==> src/rtl/pe_stream_pkg.sv <==
// Shared types and constants for the PE stream driver.
// FSM state encoding and IFMap row-marker bit positions.
package pe_stream_pkg;

  typedef enum logic [2:0] {
    IDLE      = 3'd0,
    CFG       = 3'd1,
    LOAD_FILT = 3'd2,
    STREAM    = 3'd3,
    DRAIN     = 3'd4,
    DONE      = 3'd5
  } state_e;

  localparam int IFMAP_WIDTH_DEF = 18;
  localparam int SOR_BIT = IFMAP_WIDTH_DEF - 1;
  localparam int EOR_BIT = IFMAP_WIDTH_DEF - 2;

endpackage

==> src/rtl/psum_skid_buf.sv <==
// Two-entry skid buffer for a one-cycle-latency Psum read port.
// Ports: en/psum_empty -> ren, Psum_out capture, m_data/m_valid/m_ready, idle.
module psum_skid_buf #(
  parameter int W = 16
) (
  input  logic         clk,
  input  logic         rst,
  input  logic         en,
  input  logic         psum_empty,
  output logic         ren,
  input  logic [W-1:0] Psum_out,
  output logic [W-1:0] m_data,
  output logic         m_valid,
  input  logic         m_ready,
  output logic         idle
);

  logic [W-1:0] e0;
  logic [W-1:0] e1;
  logic [1:0]   cnt;
  logic         inflight;
  logic         push;
  logic         pop;

  assign push    = inflight;
  assign m_valid = (cnt != 2'd0);
  assign pop     = m_valid & m_ready;
  assign m_data  = e0;
  assign idle    = (cnt == 2'd0) & ~inflight;

  // A read is only issued if its data is guaranteed a free slot.
  assign ren = en & ~psum_empty
             & (({1'b0, cnt} + {2'b00, inflight}) < 3'd2);

  always_ff @(posedge clk or negedge rst) begin
    if (!rst) begin
      e0       <= '0;
      e1       <= '0;
      cnt      <= 2'd0;
      inflight <= 1'b0;
    end else begin
      inflight <= ren;
      case ({push, pop})
        2'b10: begin
          if (cnt == 2'd0) e0 <= Psum_out;
          else             e1 <= Psum_out;
          cnt <= cnt + 2'd1;
        end
        2'b01: begin
          e0  <= e1;
          cnt <= cnt - 2'd1;
        end
        2'b11: begin
          if (cnt == 2'd1) begin
            e0 <= Psum_out;
          end else begin
            e0 <= e1;
            e1 <= Psum_out;
          end
        end
        default: ;
      endcase
    end
  end

endmodule

==> src/rtl/pe_stream_driver.sv <==
// Host driver for the conv PE: filter/IFMap loading, row markers, Psum drain.
// Optional PE_STREAM_PERF_EN adds stall_cycles/pass_cycles outputs.
module pe_stream_driver
  import pe_stream_pkg::*;
#(
  parameter int IFMAP_WIDTH          = 18,
  parameter int FILTER_WIDTH         = 8,
  parameter int FILTER_SIZE_REG_SIZE = 8,
  parameter int STRIDE_SIZE          = 3,
  parameter int ROW_LEN_SIZE         = 8,
  parameter int ROW_CNT_SIZE         = 8
) (
  input  logic                            clk,
  input  logic                            rst,
  input  logic                            start,
  input  logic [STRIDE_SIZE-1:0]          cfg_stride,
  input  logic [FILTER_SIZE_REG_SIZE-1:0] cfg_filter_size,
  input  logic [ROW_LEN_SIZE-1:0]         cfg_row_len,
  input  logic [ROW_CNT_SIZE-1:0]         cfg_rows,
  input  logic [IFMAP_WIDTH-3:0]          s_ifmap_data,
  input  logic                            s_ifmap_valid,
  output logic                            s_ifmap_ready,
  input  logic [FILTER_WIDTH-1:0]         s_filt_data,
  input  logic                            s_filt_valid,
  output logic                            s_filt_ready,
  output logic [IFMAP_WIDTH-3:0]          m_psum_data,
  output logic                            m_psum_valid,
  input  logic                            m_psum_ready,
  output logic                            pe_start,
  output logic [STRIDE_SIZE-1:0]          pe_stride,
  output logic [FILTER_SIZE_REG_SIZE-1:0] pe_filter_size,
  output logic [IFMAP_WIDTH-1:0]          IFMap_in,
  output logic                            wen_IFMap_buffer,
  input  logic                            ifmap_full,
  output logic [FILTER_WIDTH-1:0]         Filter_in,
  output logic                            wen_Filter_buffer,
  input  logic                            filter_full,
  output logic                            ren_Psum_buffer,
  input  logic [IFMAP_WIDTH-3:0]          Psum_out,
  input  logic                            psum_empty,
  input  logic                            pe_done,
  output logic                            busy,
  output logic                            done
`ifdef PE_STREAM_PERF_EN
  ,
  output logic [15:0]                     stall_cycles,
  output logic [15:0]                     pass_cycles
`endif
);

  state_e state;

  logic [STRIDE_SIZE-1:0]          stride_q;
  logic [FILTER_SIZE_REG_SIZE-1:0] fsize_q;
  logic [ROW_LEN_SIZE-1:0]         rowlen_q;
  logic [ROW_CNT_SIZE-1:0]         rows_q;
  logic [FILTER_SIZE_REG_SIZE-1:0] fcnt;
  logic [ROW_LEN_SIZE-1:0]         col;
  logic [ROW_CNT_SIZE-1:0]         row;
  logic                            done_seen;

  logic in_load;
  logic in_stream;
  logic f_xfer;
  logic i_xfer;
  logic sor;
  logic eor;
  logic last_f;
  logic last_row;
  logic zero_cfg;
  logic drain_en;
  logic skid_idle;

  assign in_load   = (state == LOAD_FILT);
  assign in_stream = (state == STREAM);
  assign busy      = (state != IDLE);
  assign done      = (state == DONE);
  assign pe_start  = (state == CFG);

  assign s_filt_ready  = in_load & ~filter_full;
  assign f_xfer        = s_filt_valid & s_filt_ready;
  assign s_ifmap_ready = in_stream & ~ifmap_full;
  assign i_xfer        = s_ifmap_valid & s_ifmap_ready;

  assign sor      = (col == '0);
  assign eor      = (col == rowlen_q - ROW_LEN_SIZE'(1));
  assign last_f   = (fcnt == fsize_q - FILTER_SIZE_REG_SIZE'(1));
  assign last_row = (row == rows_q - ROW_CNT_SIZE'(1));
  assign zero_cfg = (cfg_filter_size == '0) | (cfg_row_len == '0)
                  | (cfg_rows == '0);

  assign wen_Filter_buffer = f_xfer;
  assign Filter_in         = in_load ? s_filt_data : '0;
  assign wen_IFMap_buffer  = i_xfer;
  assign IFMap_in          = in_stream ? {sor, eor, s_ifmap_data} : '0;

  assign pe_stride      = busy ? stride_q : '0;
  assign pe_filter_size = busy ? fsize_q : '0;

  assign drain_en = in_stream | (state == DRAIN);

  psum_skid_buf #(
    .W (IFMAP_WIDTH-2)
  ) u_skid (
    .clk        (clk),
    .rst        (rst),
    .en         (drain_en),
    .psum_empty (psum_empty),
    .ren        (ren_Psum_buffer),
    .Psum_out   (Psum_out),
    .m_data     (m_psum_data),
    .m_valid    (m_psum_valid),
    .m_ready    (m_psum_ready),
    .idle       (skid_idle)
  );

  always_ff @(posedge clk or negedge rst) begin
    if (!rst) begin
      state     <= IDLE;
      stride_q  <= '0;
      fsize_q   <= '0;
      rowlen_q  <= '0;
      rows_q    <= '0;
      fcnt      <= '0;
      col       <= '0;
      row       <= '0;
      done_seen <= 1'b0;
    end else begin
      if (busy & pe_done) done_seen <= 1'b1;
      unique case (state)
        IDLE: begin
          if (start) begin
            stride_q  <= cfg_stride;
            fsize_q   <= cfg_filter_size;
            rowlen_q  <= cfg_row_len;
            rows_q    <= cfg_rows;
            fcnt      <= '0;
            col       <= '0;
            row       <= '0;
            done_seen <= 1'b0;
            state     <= zero_cfg ? DONE : CFG;
          end
        end
        CFG: state <= LOAD_FILT;
        LOAD_FILT: begin
          if (f_xfer) begin
            fcnt <= fcnt + FILTER_SIZE_REG_SIZE'(1);
            if (last_f) state <= STREAM;
          end
        end
        STREAM: begin
          if (i_xfer) begin
            if (eor) begin
              col <= '0;
              row <= row + ROW_CNT_SIZE'(1);
              if (last_row) state <= DRAIN;
            end else begin
              col <= col + ROW_LEN_SIZE'(1);
            end
          end
        end
        DRAIN: begin
          if ((done_seen | pe_done) & psum_empty & skid_idle)
            state <= DONE;
        end
        DONE: state <= IDLE;
        default: state <= IDLE;
      endcase
    end
  end

`ifdef PE_STREAM_PERF_EN
  logic stall;

  assign stall = (in_load & s_filt_valid & filter_full)
               | (in_stream & s_ifmap_valid & ifmap_full);

  always_ff @(posedge clk or negedge rst) begin
    if (!rst) begin
      stall_cycles <= '0;
      pass_cycles  <= '0;
    end else if ((state == IDLE) & start) begin
      stall_cycles <= '0;
      pass_cycles  <= '0;
    end else begin
      if (stall & (stall_cycles != 16'hFFFF))
        stall_cycles <= stall_cycles + 16'd1;
      if (busy & (pass_cycles != 16'hFFFF))
        pass_cycles <= pass_cycles + 16'd1;
    end
  end
`endif

endmodule

==> config.mk <==
export PLATFORM = sky130hd
export DESIGN_NAME = pe_stream_driver
export DESIGN_NICKNAME = d
export VERILOG_FILES = /design/src/rtl/pe_stream_pkg.sv /design/src/rtl/psum_skid_buf.sv /design/src/rtl/pe_stream_driver.sv
export SDC_FILE = /design/constraint.sdc
export NUM_CORES = 1
export LEC_CHECK = 0
export ABC_AREA = 0
export CAP_MARGIN = 30
export CORE_MARGIN = 2
export CORE_UTILIZATION = 53
export DETAILED_ROUTE_END_ITERATION = 8
export GPL_TIMING_DRIVEN = 0
export PLACE_DENSITY = 0.86
export SETUP_SLACK_MARGIN = 0.1
export SYNTH_ARGS = -nofsm -noshare
export SYNTH_HDL_FRONTEND = slang
export SYNTH_HIERARCHICAL = 1
export SYNTH_SLANG_ARGS = --single-unit
==> constraint.sdc <==
create_clock -name clk -period 6.7 [get_ports clk]
set_input_delay 1.34 -clock clk [delete_from_list [all_inputs] [get_ports clk]]
set_output_delay 1.34 -clock clk [all_outputs]
set_load 0.02 [all_outputs]
==> impl_metrics.yaml, run 1 <==
power:
  clkPwrFrac_pct: 18.9
  vdd_drop_max_uv: 180.4
  p_leak_nw: 3.105
  power.internal_mw: 1.156
  sequentialPowerShare_pct: 43.2
  netSwitchingFraction_pct: 35.18
  finalPower_mw: 1.783
  combPwrFrac_pct: 37.9
  cellPowerDensity_nw_per_um2: 251.4
  power_switching_mw: 0.6274
drt:
  routed_wl_um: 14180
  drcViolationCount: 0
  via_per_inst: 5.579
  antenna_left: 0
  drt_first_iter_violations: 327
  first_pass_iters: 5
  routedWlPerCell_um: 16.08
  num_vias: 4921
die:
  fp.dieH_um: 104.5
  fp.coreArea_um2: 9774
  start_util_pct: 54.75
  die_w_um: 104.5
  num_io_pins: 139
  die_area_um2: 10920
  row_count: 36
synth:
  synth_edf_count: 0
  synth_seq_cells: 90
  synthCells: 595
  synth_cell_type_count: 66
  yosysSeqAreaShare_pct: 42.09
  ys_warn_count: 6
  synth.avg_cell_area_um2: 8.994
  synth.cell_area_um2: 5351
  synth-async-reset-ratio_pct: 100.0
  synthesis.nets: 686
  ys.flop_type: "dfrtp_1"
worst_hold_path:
  worstHoldPathCells: 2
  hold_path_end: "stride_q[1]"
  worstHoldStart: "stride_q[1]"
  min_path_type: "reg -> reg"
setup_path:
  cp-start-kind: "flop"
  crit_arrival_ps: 2940
  reg2reg_setup_slack_ps: 3950
  critPathSlowestCell: "clkdlybuf4s50_1"
  cp_slowest_stage_delay_ps: 640
  path_cells: "inv_1, ha_1, or3_1, a31oi_1, nand3_1, o21bai_2, nor2_1, clkdlybuf4s50_1"
  worstReg2RegEnd: "state[0]"
  crit_type: "reg -> out"
  endpoint_kind: "primary output"
  path_max_fanout: 6
  rr_worst_depth: 11
  r2r-start: "u_skid/cnt[0]"
  critPathRequiredTime_ps: 5360
placement:
  dpl.hpwl_um: 10990
  port_buffers: 138
  gp_congestion: 0.8416
timing:
  drv_slew: 0
  worst_pin_slew_ps: 774.7
  min_period_ps: 4280
  relSlewSlack_pct: 47.96
  worst_clock_skew_ps: 9.763
  setup_viol: 0
  fin_tns_setup_ps: 0
  fmax_mhz: 233.6
  post-route-period-util_pct: 63.88
  rsz0062_at_grt: "no"
  finalHoldViolCount: 0
clock_network:
  ctsResizeCount: 0
  cts.sinks: 90
  cts_inserted_buffers: 9
  clock_path_buffers: 2
  clk_latency_ps: 370
  cts_tree: "yes"
  cts-root-buf: "clkbuf_8"
  post_cts_buffers: 0
  cts.htree.levels: 3
  cts_hold_buf: 0
  clk_pin_slew_ps: 80
global_routing:
  grt_usage_pct: 26.52
  grt_pass1_vias: 4993
  grt_antenna_before_repair: 0
  grt_overflow: 0
  grt_pass1_wl_um: 23550
  grt_max_degree: 51
finish:
  fin_nets: 836
  layout-drive-gt1-share_pct: 8.812
  antenna_cells: 0
  syn2layout_area_growth_pct: 32.55
status:
  status: "finished clean"
run:
  drv_cap: 0
[critical path: cells and delay by family, from the launching register on]
family | cells | cell delay, ps
AO/OA/AOI/OAI | 2 | 480
adder cells (fa/ha/maj) | 1 | 280
buffers and inverters | 2 | 720
flip-flops | 1 | 440
AND/OR/NAND/NOR | 3 | 670
[how the worst max path moves through the flow]
stage | startpoint | endpoint | slack (ps)
2_1_floorplan | filter_full | wen_Filter_buffer | 3380
6_report | rowlen_q[0] | IFMap_in[16] | 2420
3_5_place_dp | s_ifmap_valid | wen_IFMap_buffer | 2460
4_1_cts | rowlen_q[0] | IFMap_in[16] | 2440
5_1_grt | rowlen_q[0] | IFMap_in[16] | 2230
3_3_place_gp | rst | col[7] | 1090
[cell usage in the layout (no fill, tap or decap), types with 18 or more instances in the layout]
master / netlist / final
nand2_1: 93 / 93
nor2_1: 55 / 55
xnor2_1: 26 / 26
dfrtp_1: 90 / 90
xor2_1: 18 / 18
a31oi_1: 24 / 24
o21ai_0: 37 / 37
and2_1: 37 / 37
nand3_1: 35 / 35
clkdlybuf4s50_1: 0 / 137
[Yosys cell counts (all sizes together), types with 3 or more instances]
master	count	area, um^2
nand2	94	355.3
dfrtp	90	2252
nor2	56	217.7
o21ai	38	190.2
and2	37	231.5
nand3	36	185.2
xnor2	26	227.7
a31oi	25	162.6
inv	18	67.56
mux2	18	240.2
xor2	18	157.7
buf	15	111.4
ha	14	175.2
clkbuf	13	50.04
nor3	13	65.06
nor4	12	90.09
nor2b	8	50.05
a21oi	7	38.79
and3	7	43.79
nand2b	5	31.28
nand3b	3	22.52
nand4	3	18.77
nor3b	3	38.79
or2	3	18.77
[cells by family after synthesis]
kind of cell,count (synthesis),synth area share (%)
muxes,20,4.863
AOI/OAI and AO/OA,89,10.80
DFF,90,42.09
adders and majority gates,14,3.273
and+or+nand+nor,292,27.50
buffers and inverters,46,4.278
xor gates and xnor gates,44,7.201
[routing by layer]
| metal | up-vias | track usage, % | part of all wire [%] |
|---|---|---|---|
| li1 | 2338 | - | - |
| met1 | 2382 | 31.48 | 41 |
| met2 | 182 | 47.99 | 52 |
| met3 | 19 | 5.013 | 5.3 |
| met4 | 0 | 8.784 | 1.4 |
| met5 | - | 0 | 0 |
[cell type report]
type | instances | area (um^2)
multi-input cells | 459 | 2870
clock inverters | 5 | 31.28
repair buffers | 139 | 1406
plain buffers | 28 | 161.4
inverters | 18 | 67.56
well taps | 133 | 166.4
flip-flops and latches | 90 | 2252
fillers | 740 | 2681
clock buffers | 10 | 137.6
[through the flow]
stage	setup slack, ps	cell area [um^2]	hold slack (ps)	util, %	instances
2_1_floorplan	3376	5351	437.4	-	595
4_1_cts	2436	7093	476.9	72.57	882
6_report	2420	7093	472.0	72.57	882
3_5_place_dp	2459	6924	456.3	70.84	867
5_1_grt	2232	7093	499.4	72.57	882
3_3_place_gp	1091	6899	454.0	70.58	866
[flip-flops by register name, indices dropped and copies added (netlist names), 8 cells and up]
signal and count:
u_skid/e1 16, rows_q 8, rowlen_q 8, fsize_q 8
col 8, fcnt 8, row 8, u_skid/m_data 16
[power by group through the flow]
stage | registers [mW] | clock network, mW | logic, mW
after floorplan | 0.811 | 0 | 0.347
after global placement | 0.764 | 0 | 0.638
after detailed placement | 0.777 | 0 | 0.674
after CTS | 0.767 | 0.343 | 0.677
after global routing | 0.783 | 0.363 | 0.733
final | 0.770 | 0.338 | 0.676
Note: power is estimated with default switching activity, not from simulation.
==> run 2, diff against run 1 <==
--- a/config.mk
+++ b/config.mk
@@ -8,10 +8,10 @@
 export ABC_AREA = 0
 export CAP_MARGIN = 30
 export CORE_MARGIN = 2
-export CORE_UTILIZATION = 53
+export CORE_UTILIZATION = 50
 export DETAILED_ROUTE_END_ITERATION = 8
 export GPL_TIMING_DRIVEN = 0
-export PLACE_DENSITY = 0.86
+export PLACE_DENSITY = 0.82
 export SETUP_SLACK_MARGIN = 0.1
 export SYNTH_ARGS = -nofsm -noshare
 export SYNTH_HDL_FRONTEND = slang
==> constraint.sdc (replaced) <==
create_clock -name clk -period 4.1 [get_ports clk]
set_input_delay 0.82 -clock clk [delete_from_list [all_inputs] [get_ports clk]]
set_output_delay 0.82 -clock clk [all_outputs]
set_load 0.02 [all_outputs]
==> run 2 against run 1 <==
- final cell count is 0.45% higher
- sequential share of layout area is 0.10 points lower
- die area is 5.8% higher
- clock skew is 1.7 ps higher
- total power is 63% higher
- flip-flop and latch count stayed put
- sequential power is 62% higher
- critical path depth stayed put
- wire length is 3.0% lower
- critical endpoint unchanged
- highest routed layer unchanged
==> impl_metrics.yaml, run 2 (synthesis gave the netlist of run 1 again) <==
die:
  fp.coreArea_um2: 10370
  row_count: 37
  die_w_um: 107.5
  fp.dieH_um: 107.5
  die_area_um2: 11550
  num_io_pins: 139
  start_util_pct: 51.60
placement:
  place_area_um2: 6928
  port_buffers: 138
  gp_congestion: 0.8801
  dpl.hpwl_um: 10540
clock_network:
  clock_path_buffers: 2
  cts_inserted_buffers: 9
  cts_tree: "yes"
  clk_latency_ps: 350
  post_cts_buffers: 0
  cts.sinks: 90
  clk_pin_slew_ps: 100
  cts.htree.levels: 3
  cts-root-buf: "clkbuf_8"
  cts_hold_buf: 0
  ctsResizeCount: 0
global_routing:
  grt_antenna_before_repair: 0
  grt_overflow: 0
  grt_pass1_wl_um: 22540
  grt_max_degree: 62
  grt_usage_pct: 24.02
  grt_pass1_vias: 4843
finish:
  fillers: 843
  layout-drive-gt1-share_pct: 8.933
  syn2layout_area_growth_pct: 32.97
  antenna_cells: 0
  fin_nets: 836
  stdcell_area_um2: 7116
  final_common_cell: "clkdlybuf4s50_1"
  final_cell_mix: "clkdlybuf4s50_1 (137), nand2_1 (93), dfrtp_1 (90)"
timing:
  worst_clock_skew_ps: 11.47
  rsz0062_at_grt: "no"
  setup_viol: 0
  finalHoldViolCount: 0
  drv_slew: 0
  worst_pin_slew_ps: 750.1
  post-route-period-util_pct: 90.75
  fmax_mhz: 268.8
  hold_slack_ps: 389.9
  min_period_ps: 3721
  relSlewSlack_pct: 49.61
power:
  power.internal_mw: 1.898
  vdd_drop_max_uv: 236.2
  combPwrFrac_pct: 37.2
  power_switching_mw: 1.015
  sequentialPowerShare_pct: 42.8
  p_leak_nw: 3.106
  cellPowerDensity_nw_per_um2: 409.3
  netSwitchingFraction_pct: 34.84
  clkPwrFrac_pct: 20.0
setup_path:
  endpoint_kind: "primary output"
  rr_worst_depth: 11
  cp-start-kind: "flop"
  crit_arrival_ps: 2900
  crit_end: "IFMap_in[16]"
  path_max_fanout: 6
  worstReg2RegEnd: "state[0]"
  crit_type: "reg -> out"
  r2r-start: "u_skid/cnt[0]"
  critPathRequiredTime_ps: 3280
  critPathLaunch: "rowlen_q[0]"
  reg2reg_setup_slack_ps: 1460
drt:
  via_per_inst: 5.459
  num_vias: 4837
  first_pass_iters: 5
  routed_wl_um: 13750
  drt_first_iter_violations: 185
  routedWlPerCell_um: 15.52
  drcViolationCount: 0
  antenna_left: 0
worst_hold_path:
  min_path_type: "in -> async"
run:
  drv_cap: 0
status:
  status: "finished clean"
## run 2: cell count changes in the layout (fill, tap and decap cells not counted), sizes merged
cell      change
inv           +1
clkinvlp      +1
clkinv        -1
## run 2: metrics by stage
step           setup TNS (ps)  setup slack, ps  std cells  total power [mW]  util [%]
5_1_grt                     0            236.9        886             3.088     68.62
2_1_floorplan               0             1406        595             1.892         -
6_report                    0            379.4        886             2.912     68.62
3_3_place_gp           -93110            -1040        869             2.295     66.57
4_1_cts                     0            376.7        886             2.924     68.62
3_5_place_dp                0            787.4        870             2.344     66.81
## run 2: layout make-up
class | count | area [um^2] | share of cell area [%]
Buffer | 28 | 161.4 | 2.268
Timing Repair Buffer | 139 | 1406 | 19.76
Clock buffer | 10 | 137.6 | 1.934
Clock inverter | 6 | 50.05 | 0.7034
Multi-Input combinational cell | 459 | 2870 | 40.34
Tap cell | 136 | 170.2 | 2.391
Inverter | 18 | 67.56 | 0.9495
Sequential cell | 90 | 2252 | 31.65
## run 2: how the worst min path moves through the flow
stage                            from  slack [ps]  depth (start not counted)           to
final                             rst         390                          1   fsize_q[3]
after global routing              rst         410                          1   fsize_q[3]
after CTS                         rst         390                          1   fsize_q[3]
after detailed placement  stride_q[1]         470                          2  stride_q[1]
after global placement    stride_q[1]         450                          2  stride_q[1]
after floorplan           stride_q[0]         440                          2  stride_q[0]
## run 2: critical path, cell delays in order (launching register included)
cell and delay [ps]:
dfrtp_1 430, inv_1 90, ha_1 280, or3_1 390, a31oi_1 260, nand3_1 130
o21bai_2 240, nor2_1 100, clkdlybuf4s50_1 630
## run 2: layer usage
layer	GRT usage (%)	share of wire [%]
met1	30.13	42
met2	43.04	52
met3	3.450	5.4
met4	6.868	1.2
met5	0	0
## run 2: power groups by stage
stage,Clock (mW),Sequential (mW),Combinational [mW]
final,0.583,1.25,1.08
after global routing,0.629,1.27,1.19
after CTS,0.591,1.24,1.09
after detailed placement,0,1.26,1.09
after global placement,0,1.25,1.05
after floorplan,0,1.33,0.567
==> run 3, diff against run 2 <==
--- a/config.mk
+++ b/config.mk
@@ -10,7 +10,7 @@
 export CORE_MARGIN = 2
 export CORE_UTILIZATION = 50
 export DETAILED_ROUTE_END_ITERATION = 8
-export GPL_TIMING_DRIVEN = 0
+export GPL_TIMING_DRIVEN = 1
 export PLACE_DENSITY = 0.82
 export SETUP_SLACK_MARGIN = 0.1
 export SYNTH_ARGS = -nofsm -noshare
==> run 3 against run 2 <==
- cell area down 1.8%
- combinational power shrank 4%
- hold slack improved by 58 ps
- count of clock-buffer cells in the layout unchanged
- clock power is 7.0% higher
- wire length fell by 5.4%
==> impl_metrics.yaml, run 3 (synthesis gave the netlist of run 1 again) <==
clock_network:
  cts_tree: "yes"
  clk_latency_ps: 360
  ctsResizeCount: 0
  clock_path_buffers: 2
  post_cts_buffers: 0
  cts_hold_buf: 0
  cts.sinks: 90
  cts_inserted_buffers: 9
  cts-root-buf: "clkbuf_8"
  cts.htree.levels: 3
  clk_pin_slew_ps: 100
placement:
  gp_congestion: 0.8874
  dpl.hpwl_um: 9706
  place_area_um2: 6789
  dp.cells: 845
  port_buffers: 138
drt:
  drt_first_iter_violations: 285
  num_vias: 4732
  drcViolationCount: 0
  routed_wl_um: 13010
  first_pass_iters: 5
  via_per_inst: 5.496
  routedWlPerCell_um: 15.11
  antenna_left: 0
global_routing:
  grt_overflow: 0
  grt_usage_pct: 23.26
  grt_pass1_vias: 4688
  grt_antenna_before_repair: 0
  grt_pass1_wl_um: 21690
  grt_max_degree: 48
timing:
  relSlewSlack_pct: 40.49
  fin_tns_setup_ps: 0
  hold_slack_ps: 447.5
  worst_clock_skew_ps: 12.59
  finalHoldViolCount: 0
  setup_viol: 0
  worst_pin_slew_ps: 892.6
  post-route-period-util_pct: 89.98
  rsz0062_at_grt: "no"
  fmax_mhz: 271.1
  drv_slew: 0
  min_period_ps: 3689
setup_path:
  r2r-start: "state[2]"
  crit_type: "reg -> out"
  critPathSlowestCell: "clkdlybuf4s50_1"
  critPathBufInv: 2
  crit_arrival_ps: 2870
  path_max_fanout: 6
  critPathRequiredTime_ps: 3280
  critPathTopFamily: "buffers and inverters"
  cp_slowest_stage_delay_ps: 630
  path_cells: "inv_1, ha_1, or3_1, a31oi_1, nand3_1, o21bai_2, nor2_1, clkdlybuf4s50_1"
  reg2reg_setup_slack_ps: 1280
  endpoint_kind: "primary output"
  cp-start-kind: "flop"
  rr_worst_depth: 6
  worstReg2RegEnd: "fcnt[7]"
die:
  fp.coreArea_um2: 10370
  start_util_pct: 51.60
  row_count: 37
  fp.dieH_um: 107.5
  num_io_pins: 139
  die_area_um2: 11550
  die_w_um: 107.5
status:
  status: "finished clean"
power:
  cellPowerDensity_nw_per_um2: 418.4
  p_leak_nw: 3.034
  vdd_drop_max_uv: 276.4
finish:
  layout-drive-gt1-share_pct: 7.448
  final_cell_mix: "clkdlybuf4s50_1 (137), nand2_1 (93), dfrtp_1 (90)"
  antenna_cells: 0
  fin_cells: 861
  utilization_pct: 67.40
  fin_nets: 811
  final_common_cell: "clkdlybuf4s50_1"
  syn2layout_area_growth_pct: 30.61
  stdcell_area_um2: 6989
run:
  drv_cap: 0
worst_hold_path:
  min_path_type: "in -> async"
## run 3: where the power goes
group	leakage, nW	switching [mW]	internal (mW)
Sequential	1.12	0.162	1.09
Clock	0.0975	0.335	0.289
Combinational	1.82	0.503	0.541
Total	3.03	1.00	1.92
## run 3: layout make-up
type	instances	area [um^2]
inverter	18	67.56
tap	136	170.2
multi-input combinational	459	2870
clock buffer	10	127.6
timing repair buffer	142	1429
fill	815	3381
sequential	90	2252
clock inverter	6	72.57
## run 3: metrics by stage
step	total power, mW	setup slack, ps
floorplan	1.892	1406
global placement	2.265	914.2
detailed placement	2.319	837.2
CTS	2.944	421.8
global route	3.112	240.4
finish	2.924	410.7
## run 3: worst max-delay path by stage
stage,cells after the start,startpoint,endpoint
5_1_grt,8,rowlen_q[0],IFMap_in[16]
2_1_floorplan,7,rowlen_q[0],IFMap_in[16]
4_1_cts,8,rowlen_q[0],IFMap_in[16]
6_report,8,rowlen_q[0],IFMap_in[16]
3_5_place_dp,8,rowlen_q[0],IFMap_in[16]
3_3_place_gp,8,rowlen_q[0],IFMap_in[16]
## run 3: per-layer routing
layer  vias up  share of wire, %  track usage (%)
met4         0               1.6            8.791
met3        16               5.2            4.964
met5         -                 0                0
met2       128                51            39.38
met1      2298                42            29.26
li1       2290                 -                -
